File: src/rtl/inert_spi_seq.sv
// Inertial-sensor SPI sequencer: power-up wait, init-write list, then INT- or
// trig-driven burst reads of NUM_CH 16-bit channels via an external SPI master.
module inert_spi_seq #(
  parameter int                    NUM_CH    = 4,
  parameter int                    NUM_INIT  = 4,
  parameter logic [NUM_INIT*16-1:0] INIT_CMDS = {16'h0D02, 16'h1053, 16'h1150, 16'h1460},
  parameter int                    PWRUP_W   = 16,
  parameter int                    TMO_W     = 10
) (
  input  logic                   clk,
  input  logic                   rst,
  input  logic                   INT,
  input  logic                   trig,
  input  logic                   mode,
  input  logic [NUM_CH*7-1:0]    rd_addr,
  input  logic                   clr_err,
  output logic                   spi_snd,
  output logic [15:0]            spi_cmd,
  input  logic                   spi_done,
  input  logic [15:0]            spi_resp,
  output logic [NUM_CH*16-1:0]   data,
  output logic                   vld,
  output logic                   busy,
  output logic                   init_done,
  output logic                   err
);

  localparam int NB    = 2 * NUM_CH;
  localparam int K_W   = (NB > 1) ? $clog2(NB) : 1;
  localparam int IDX_W = (NUM_INIT > 1) ? $clog2(NUM_INIT) : 1;

  localparam logic [2:0] S_PWRUP  = 3'd0;
  localparam logic [2:0] S_INIT   = 3'd1;
  localparam logic [2:0] S_IDLE   = 3'd2;
  localparam logic [2:0] S_READ   = 3'd3;
  localparam logic [2:0] S_UPDATE = 3'd4;

  logic [2:0]           state_q, state_d;
  logic [PWRUP_W-1:0]   pw_q, pw_d;
  logic [TMO_W-1:0]     tmo_q, tmo_d;
  logic [IDX_W-1:0]     idx_q, idx_d;
  logic [K_W-1:0]       k_q, k_d;
  logic [NUM_CH*16-1:0] shadow_q, shadow_d;
  logic [NUM_CH*16-1:0] data_q, data_d;
  logic [15:0]          cmd_q, cmd_d;
  logic                 snd_q, snd_d;
  logic                 vld_q, vld_d;
  logic                 busy_q, busy_d;
  logic                 init_done_q, init_done_d;
  logic                 err_q, err_d;
  logic                 int_s1_q, int_s1_d;
  logic                 int_s2_q, int_s2_d;

  logic [15:0]          init_word [NUM_INIT];
  logic [6:0]           ch_addr [NUM_CH];
  logic [IDX_W-1:0]     init_nx;
  logic [15:0]          init_cmd_nx;
  logic [K_W-1:0]       rd_k;
  logic [6:0]           rd_sel;
  logic [15:0]          rd_cmd;
  logic                 unused_resp_hi;

  assign unused_resp_hi = ^spi_resp[15:8];

  // Word 0 is the most significant word of INIT_CMDS.
  generate
    for (genvar gi = 0; gi < NUM_INIT; gi++) begin : g_init_word
      assign init_word[gi] = INIT_CMDS[(NUM_INIT-1-gi)*16 +: 16];
    end
    for (genvar gi = 0; gi < NUM_CH; gi++) begin : g_ch_addr
      assign ch_addr[gi] = rd_addr[7*gi +: 7];
    end
  endgenerate

  always_comb begin
    init_nx     = idx_q + IDX_W'(1);
    init_cmd_nx = init_word[0];
    for (int i = 0; i < NUM_INIT; i++) begin
      if (int'(init_nx) == i) init_cmd_nx = init_word[i];
    end
  end

  // Command for the next byte to read: byte 0 from IDLE, byte k+1 from READ.
  always_comb begin
    rd_k   = (state_q == S_READ) ? k_q + K_W'(1) : '0;
    rd_sel = '0;
    for (int c = 0; c < NUM_CH; c++) begin
      if (int'(rd_k) / 2 == c) rd_sel = ch_addr[c];
    end
    rd_cmd = {1'b1, rd_sel + {6'd0, rd_k[0]}, 8'h00};
  end

  always_comb begin
    state_d     = state_q;
    pw_d        = pw_q;
    tmo_d       = tmo_q;
    idx_d       = idx_q;
    k_d         = k_q;
    shadow_d    = shadow_q;
    data_d      = data_q;
    cmd_d       = cmd_q;
    snd_d       = 1'b0;
    vld_d       = 1'b0;
    init_done_d = init_done_q;
    err_d       = err_q & ~clr_err;
    int_s1_d    = INT;
    int_s2_d    = int_s1_q;

    case (state_q)
      S_PWRUP: begin
        pw_d = pw_q + PWRUP_W'(1);
        if (&pw_q) begin
          snd_d   = 1'b1;
          cmd_d   = init_word[0];
          idx_d   = '0;
          state_d = S_INIT;
        end
      end
      S_INIT: begin
        if (spi_done) begin
          if (int'(idx_q) < NUM_INIT - 1) begin
            snd_d = 1'b1;
            cmd_d = init_cmd_nx;
            idx_d = init_nx;
          end else begin
            init_done_d = 1'b1;
            state_d     = S_IDLE;
          end
        end else if (&tmo_q) begin
          err_d = 1'b1;
          snd_d = 1'b1;
          cmd_d = init_word[0];
          idx_d = '0;
        end else begin
          tmo_d = tmo_q + TMO_W'(1);
        end
      end
      S_IDLE: begin
        if ((!mode && int_s2_q) || (mode && trig)) begin
          snd_d   = 1'b1;
          cmd_d   = rd_cmd;
          k_d     = '0;
          state_d = S_READ;
        end
      end
      S_READ: begin
        if (spi_done) begin
          for (int b = 0; b < NB; b++) begin
            if (int'(k_q) == b) shadow_d[8*b +: 8] = spi_resp[7:0];
          end
          if (int'(k_q) < NB - 1) begin
            snd_d = 1'b1;
            cmd_d = rd_cmd;
            k_d   = rd_k;
          end else begin
            // Publish together with the last byte so data never shows a partial frame.
            data_d  = shadow_d;
            vld_d   = 1'b1;
            state_d = S_UPDATE;
          end
        end else if (&tmo_q) begin
          err_d   = 1'b1;
          state_d = S_IDLE;
        end else begin
          tmo_d = tmo_q + TMO_W'(1);
        end
      end
      S_UPDATE: begin
        state_d = S_IDLE;
      end
      default: begin
        state_d = S_PWRUP;
      end
    endcase

    if (snd_d) tmo_d = '0;
    busy_d = (state_d != S_IDLE);
  end

  always_ff @(posedge clk or posedge rst) begin
    if (rst) begin
      state_q     <= S_PWRUP;
      pw_q        <= '0;
      tmo_q       <= '0;
      idx_q       <= '0;
      k_q         <= '0;
      shadow_q    <= '0;
      data_q      <= '0;
      cmd_q       <= '0;
      snd_q       <= 1'b0;
      vld_q       <= 1'b0;
      busy_q      <= 1'b0;
      init_done_q <= 1'b0;
      err_q       <= 1'b0;
      int_s1_q    <= 1'b0;
      int_s2_q    <= 1'b0;
    end else begin
      state_q     <= state_d;
      pw_q        <= pw_d;
      tmo_q       <= tmo_d;
      idx_q       <= idx_d;
      k_q         <= k_d;
      shadow_q    <= shadow_d;
      data_q      <= data_d;
      cmd_q       <= cmd_d;
      snd_q       <= snd_d;
      vld_q       <= vld_d;
      busy_q      <= busy_d;
      init_done_q <= init_done_d;
      err_q       <= err_d;
      int_s1_q    <= int_s1_d;
      int_s2_q    <= int_s2_d;
    end
  end

  assign spi_snd   = snd_q;
  assign spi_cmd   = cmd_q;
  assign data      = data_q;
  assign vld       = vld_q;
  assign busy      = busy_q;
  assign init_done = init_done_q;
  assign err       = err_q;

endmodule
File: config.mk
export PLATFORM = sky130hd
export DESIGN_NAME = inert_spi_seq
export DESIGN_NICKNAME = d
export VERILOG_FILES = /design/src/rtl/inert_spi_seq.sv
export SDC_FILE = /design/constraint.sdc
export NUM_CORES = 1
export LEC_CHECK = 0
export BUFFER_PORTS_ARGS = -buffer_cell sky130_fd_sc_hd__buf_2
export CORE_MARGIN = 8
export CORE_UTILIZATION = 60
export DETAILED_ROUTE_END_ITERATION = 16
export GPL_ROUTABILITY_DRIVEN = 1
export GPL_TIMING_DRIVEN = 0
export HOLD_SLACK_MARGIN = 0.03
export PLACE_DENSITY_LB_ADDON = 0.15
export SYNTH_ARGS = -nofsm -noshare
export SYNTH_HDL_FRONTEND = slang
export SYNTH_SLANG_ARGS = --single-unit
File: constraint.sdc
create_clock -name clk -period 12.2 [get_ports clk]
set_clock_uncertainty 0.15 [all_clocks]
set_input_delay 1.22 -clock clk [delete_from_list [all_inputs] [get_ports clk]]
set_output_delay 1.22 -clock clk [all_outputs]
set_load 0.005 [all_outputs]
==> summary by stage <==
CTS
The clock tree synthesis step divided the H-tree into 4 levels. The TritonCTS clock tree is built. No sink is reached through more buffers than the 2 on the longest clock path. The total clock sinks is 182.

Once the clock tree was built, the resizer swapped 0 gates to a different size. The clock root buffer is sky130_fd_sc_hd__clkbuf_16. Clock latency on the worst-skew pair, taken at its later pin, is ~430 ps. TritonCTS created 17 clock buffers. The count of hold buffers inserted by post-cts repair is 0. After clock tree synthesis, the clock-pin slew on the worst setup and hold paths is 60 ps. Buffers added to address setup during post-CTS repair amount to 0.

Critical path
Traced cell by cell, the critical path runs through ha_1 > ha_1 > buf_2 > mux2_2 > o22ai_1 > a21oi_1 > ha_1 > ha_1 > o31ai_1 > a21oi_1 > nand4_1 > xnor2_1 > a22o_1. On the critical path, the stage with the largest delay is an instance of sky130_fd_sc_hd__dfrtp_1. The number of buffers and inverters on the critical path is 1. The worst setup path is captured at a register. The classification of the worst setup path is register to register.

The most numerous cell type found on the critical path is sky130_fd_sc_hd__ha_1. The required time at the endpoint of the critical path is 12360 ps. The maximum cell stage delay along the critical path is 430 ps. The kind of cell with the highest combined delay along the critical path is adder cells. At the worst endpoint, the arrival time is 3390 ps. The critical-path maximum fanout is 10. The type of origin of the critical path is a register.

Global routing
The wire length of the first global-routing pass is about 34000 um. The number of antenna violations at the first check in global routing is 0. The combined global-route utilization of all metal layers is 0.240. The number of global-route vias before repair is 6439. Entering global routing, the biggest net connects 99 pins. The total congestion overflow after global routing is 0.

Synthesis
The async set-or-reset flop fraction in the synthesized netlist is 1.00. After technology mapping, the gate count stands at 729. In the synthesized netlist the dominant register cell turns out to be sky130_fd_sc_hd__dfrtp_1.

The synthesis warning total is 0. The synthesized netlist occupies a cell area of 0.00837 sq mm. The number of distinct library cells after synthesis is 65. The largest area contributor in the netlist is sky130_fd_sc_hd__dfrtp_1.

In this run, synthesis produced a sequential element count of 182. Yosys mapped a number of flops with a built-in enable equal to 0. The area fraction of the dominant cell type after synthesis is 0.544. The mean cell area of the mapped netlist is about 11 sq um. Of the synthesized area, sequential elements account for 0.544. Sorting the synthesized cells by area gives the leading types as sky130_fd_sc_hd__dfrtp_1, sky130_fd_sc_hd__mux2_2, sky130_fd_sc_hd__mux2i_1.

Pwr
The switching share of total power is 0.211. The analysis attributes to cell leakage a power of 5.11 nW. For this design the ratio of total power to cell area is 123 mW/mm^2. The share of total power dissipated in the clock network is 0.469. The worst-case IR drop observed on VDD is 109 uV. The internal power summed over all cells is roughly 0.95 mW. The share of total power dissipated in combinational logic is 0.032. The sequential cell fraction of total power is 0.499. The switching component of the power is 0.255 mW.

Floorplan
The initialized floorplan defines 43 standard-cell rows. The area of the die is between 0.015 and 0.02 sq mm. For this configuration, the core starts out at a cell density of 0.608.

The die is 134 um tall. The die extent in x is 134 um. The number of ports placed on the die boundary is 136.

The standard cell core area is 0.0138 sq mm.

Final layout
The library cells used most frequently in the layout, excluding fill and tap cells, are sky130_fd_sc_hd__dfrtp_1, sky130_fd_sc_hd__buf_2, sky130_fd_sc_hd__nand2_1, sky130_fd_sc_hd__o21ai_0. At the end of the flow, the number of nets in the layout was 940. Of the cells placed in the final design, the portion with a size suffix greater than 1 is 0.305. The synthesis-to-finish area growth is 18.0%.

Leaving out fill and tap cells, the most frequent cell in the layout is sky130_fd_sc_hd__dfrtp_1. The diode insertion count for antenna repair is 0. After filler insertion, the fill cell instance count of the layout stands at just over 1000.

Timing
For the finished layout, the period the worst path requires is ~3200 ps. The slack of the critical path is 8970 ps. Setup repair after global routing left no endpoint under its margin. Hold timing on the final database bottoms out at a slack of 231 ps.

The fmax is 0.310 GHz. The final number of hold-violating endpoints is 0. The setup violation total in the final timing report is 0.

The worst slew margin relative to its limit is 0.529. In the finished design, the share of the clock period the worst path needs comes to 0.264. The worst-margin pin slew is just over 700 ps.

The count of final max-slew check failures is 0. The summed negative setup slack over all endpoints is 0 ps.

Place
Summed over all nets, the half-perimeter wirelength after detailed placement is approximately 15000 um. The worst setup timing slack at the placement stage is around 9000 ps. The routability congestion estimate from global placement is roughly 0.85. The number of port buffers is 124.

Detailed routing
Before antenna repair, the detailed router went through 5 iterations. The number of remaining DRC errors is 0. The via density per instance is roughly 5.9. The final wirelength is 20900 um.

The number of violations reported at the end of detailed-routing iteration 0 is 419. The total via count in the routed design is approximately 6200. In this run the remaining antenna-violating nets after routing total 0. The routed length per placed instance is 19.6 um.

Run
The number of max-cap violations is 0.

Status
The flow ran to the end, and the final reports show no timing, DRC or antenna violations.

Worst hold path
The min-delay analysis places its worst path in the category register to register.
## logic make-up (layout without fill, tap and decap cells)
kind of cell,count (synthesis),count (layout),synth area share
AND/OR/NAND/NOR,196,196,0.114
flip-flops,182,182,0.544
multiplexers,136,136,0.173
AO/OA/AOI/OAI,117,117,0.0853
buffers and inverters,55,212,0.0329
XOR/XNOR,28,28,0.0293
adder cells (fa/ha/maj),14,14,0.0209
other,1,3,0.000448
## area by class of cell
cell class | instances | area (sq um) | share of cell area
clock inverter | 10 | 143 | 0.0144
clock buffer | 22 | 474 | 0.0480
tap | 180 | 225 | 0.0228
inverter | 13 | 56.3 | 0.00570
timing repair buffer | 125 | 648 | 0.0656
sequential | 182 | 4550 | 0.461
multi-input combinational | 494 | 3550 | 0.359
buffer | 42 | 226 | 0.0229
## power groups by stage
stage	sequential [mW]	clock (mW)	combinational, mW
5_1_grt	0.603	0.603	0.0434
3_3_place_gp	0.615	0	0.0364
3_5_place_dp	0.615	0	0.0394
2_1_floorplan	0.615	0	0.0187
6_report	0.604	0.567	0.0392
4_1_cts	0.604	0.574	0.0396
## worst reg2reg max path: stages, from the launching register on
cell and delay (ps):
sky130_fd_sc_hd__dfrtp_1 430, sky130_fd_sc_hd__ha_1 250, sky130_fd_sc_hd__ha_1 300, sky130_fd_sc_hd__buf_2 210
sky130_fd_sc_hd__mux2_2 250, sky130_fd_sc_hd__o22ai_1 50, sky130_fd_sc_hd__a21oi_1 280, sky130_fd_sc_hd__ha_1 220
sky130_fd_sc_hd__ha_1 200, sky130_fd_sc_hd__o31ai_1 90, sky130_fd_sc_hd__a21oi_1 210, sky130_fd_sc_hd__nand4_1 140
sky130_fd_sc_hd__xnor2_1 150, sky130_fd_sc_hd__a22o_1 180
## final timing paths
check | startpoint | end | slack, ps | depth (start not counted)
worst max-delay path | k_q[0]$_DFFE_PP0P_ | spi_cmd[14]$_DFFE_PP0P_ | 8970 | 13
worst min-delay path | int_s1_q$_DFF_PP0_ | int_s2_q$_DFF_PP0_ | 230 | 0
worst max register to register | k_q[0]$_DFFE_PP0P_ | spi_cmd[14]$_DFFE_PP0P_ | 8970 | 13
worst min register to register | int_s1_q$_DFF_PP0_ | int_s2_q$_DFF_PP0_ | 230 | 0
max in group asynchronous | rst | shadow_q[33]$_DFFE_PP0P_ | 10310 | 3
min in group asynchronous | rst | spi_cmd[6]$_DFFE_PP0P_ | 720 | 2
## metal layers
metal / part of all wire / global-route usage / routed length, um
met2: 0.49 / 0.387 / 10300
met4: 0.018 / 0.0749 / 382
met5: 0 / 0 / 0
met3: 0.063 / 0.0565 / 1310
met1: 0.42 / 0.315 / 8860
## sequential cells by signal, indices dropped and copies added, names as in the netlist
| register | cells |
|---|---|
| spi_snd | 1 |
| state_q | 3 |
| pw_q | 16 |
| init_done | 1 |
| idx_q | 2 |
| k_q | 3 |
| shadow_q | 64 |
| spi_cmd | 13 |
| int_s1_q | 1 |
| int_s2_q | 1 |
| vld | 1 |
| tmo_q | 10 |
| err | 1 |
| data | 64 |
| busy | 1 |
## synth_stat cells, types with 2 or more instances
| master | instances |
|---|---|
| sky130_fd_sc_hd__a31oi_1 | 2 |
| sky130_fd_sc_hd__buf_1 | 2 |
| sky130_fd_sc_hd__mux2i_1 | 68 |
| sky130_fd_sc_hd__nor3_1 | 5 |
| sky130_fd_sc_hd__o22ai_1 | 6 |
| sky130_fd_sc_hd__nand2_1 | 103 |
| sky130_fd_sc_hd__buf_6 | 3 |
| sky130_fd_sc_hd__and4_1 | 3 |
| sky130_fd_sc_hd__and3_1 | 6 |
| sky130_fd_sc_hd__clkbuf_1 | 14 |
| sky130_fd_sc_hd__nor3b_1 | 2 |
| sky130_fd_sc_hd__dfrtp_1 | 182 |
| sky130_fd_sc_hd__inv_1 | 11 |
| sky130_fd_sc_hd__o21ai_0 | 70 |
| sky130_fd_sc_hd__buf_4 | 7 |
| sky130_fd_sc_hd__a21o_1 | 2 |
| sky130_fd_sc_hd__and2_1 | 3 |
| sky130_fd_sc_hd__xor2_1 | 7 |
| sky130_fd_sc_hd__nor2_1 | 29 |
| sky130_fd_sc_hd__nor2_2 | 5 |
| sky130_fd_sc_hd__mux2_2 | 68 |
| sky130_fd_sc_hd__nor2b_1 | 5 |
| sky130_fd_sc_hd__a21oi_1 | 9 |
| sky130_fd_sc_hd__xnor2_1 | 21 |
| sky130_fd_sc_hd__or2_1 | 3 |
| sky130_fd_sc_hd__o31ai_2 | 2 |
| sky130_fd_sc_hd__buf_2 | 16 |
| sky130_fd_sc_hd__or3_1 | 2 |
| sky130_fd_sc_hd__a22o_1 | 3 |
| sky130_fd_sc_hd__o21ai_1 | 5 |
| sky130_fd_sc_hd__ha_1 | 14 |
| sky130_fd_sc_hd__nand3_1 | 11 |
| sky130_fd_sc_hd__nand4_1 | 8 |
## metrics by stage
step	area (sq um)	instances	util	total power [mW]
final	9880	1068	0.717	1.21
after global routing	9880	1068	0.717	1.25
after CTS	9880	1068	0.717	1.22
after detailed placement	9260	1036	0.672	0.655
after global placement	9230	1035	0.670	0.652
after floorplan	8380	731	-	0.634
Power figures use the tool's default switching activity.
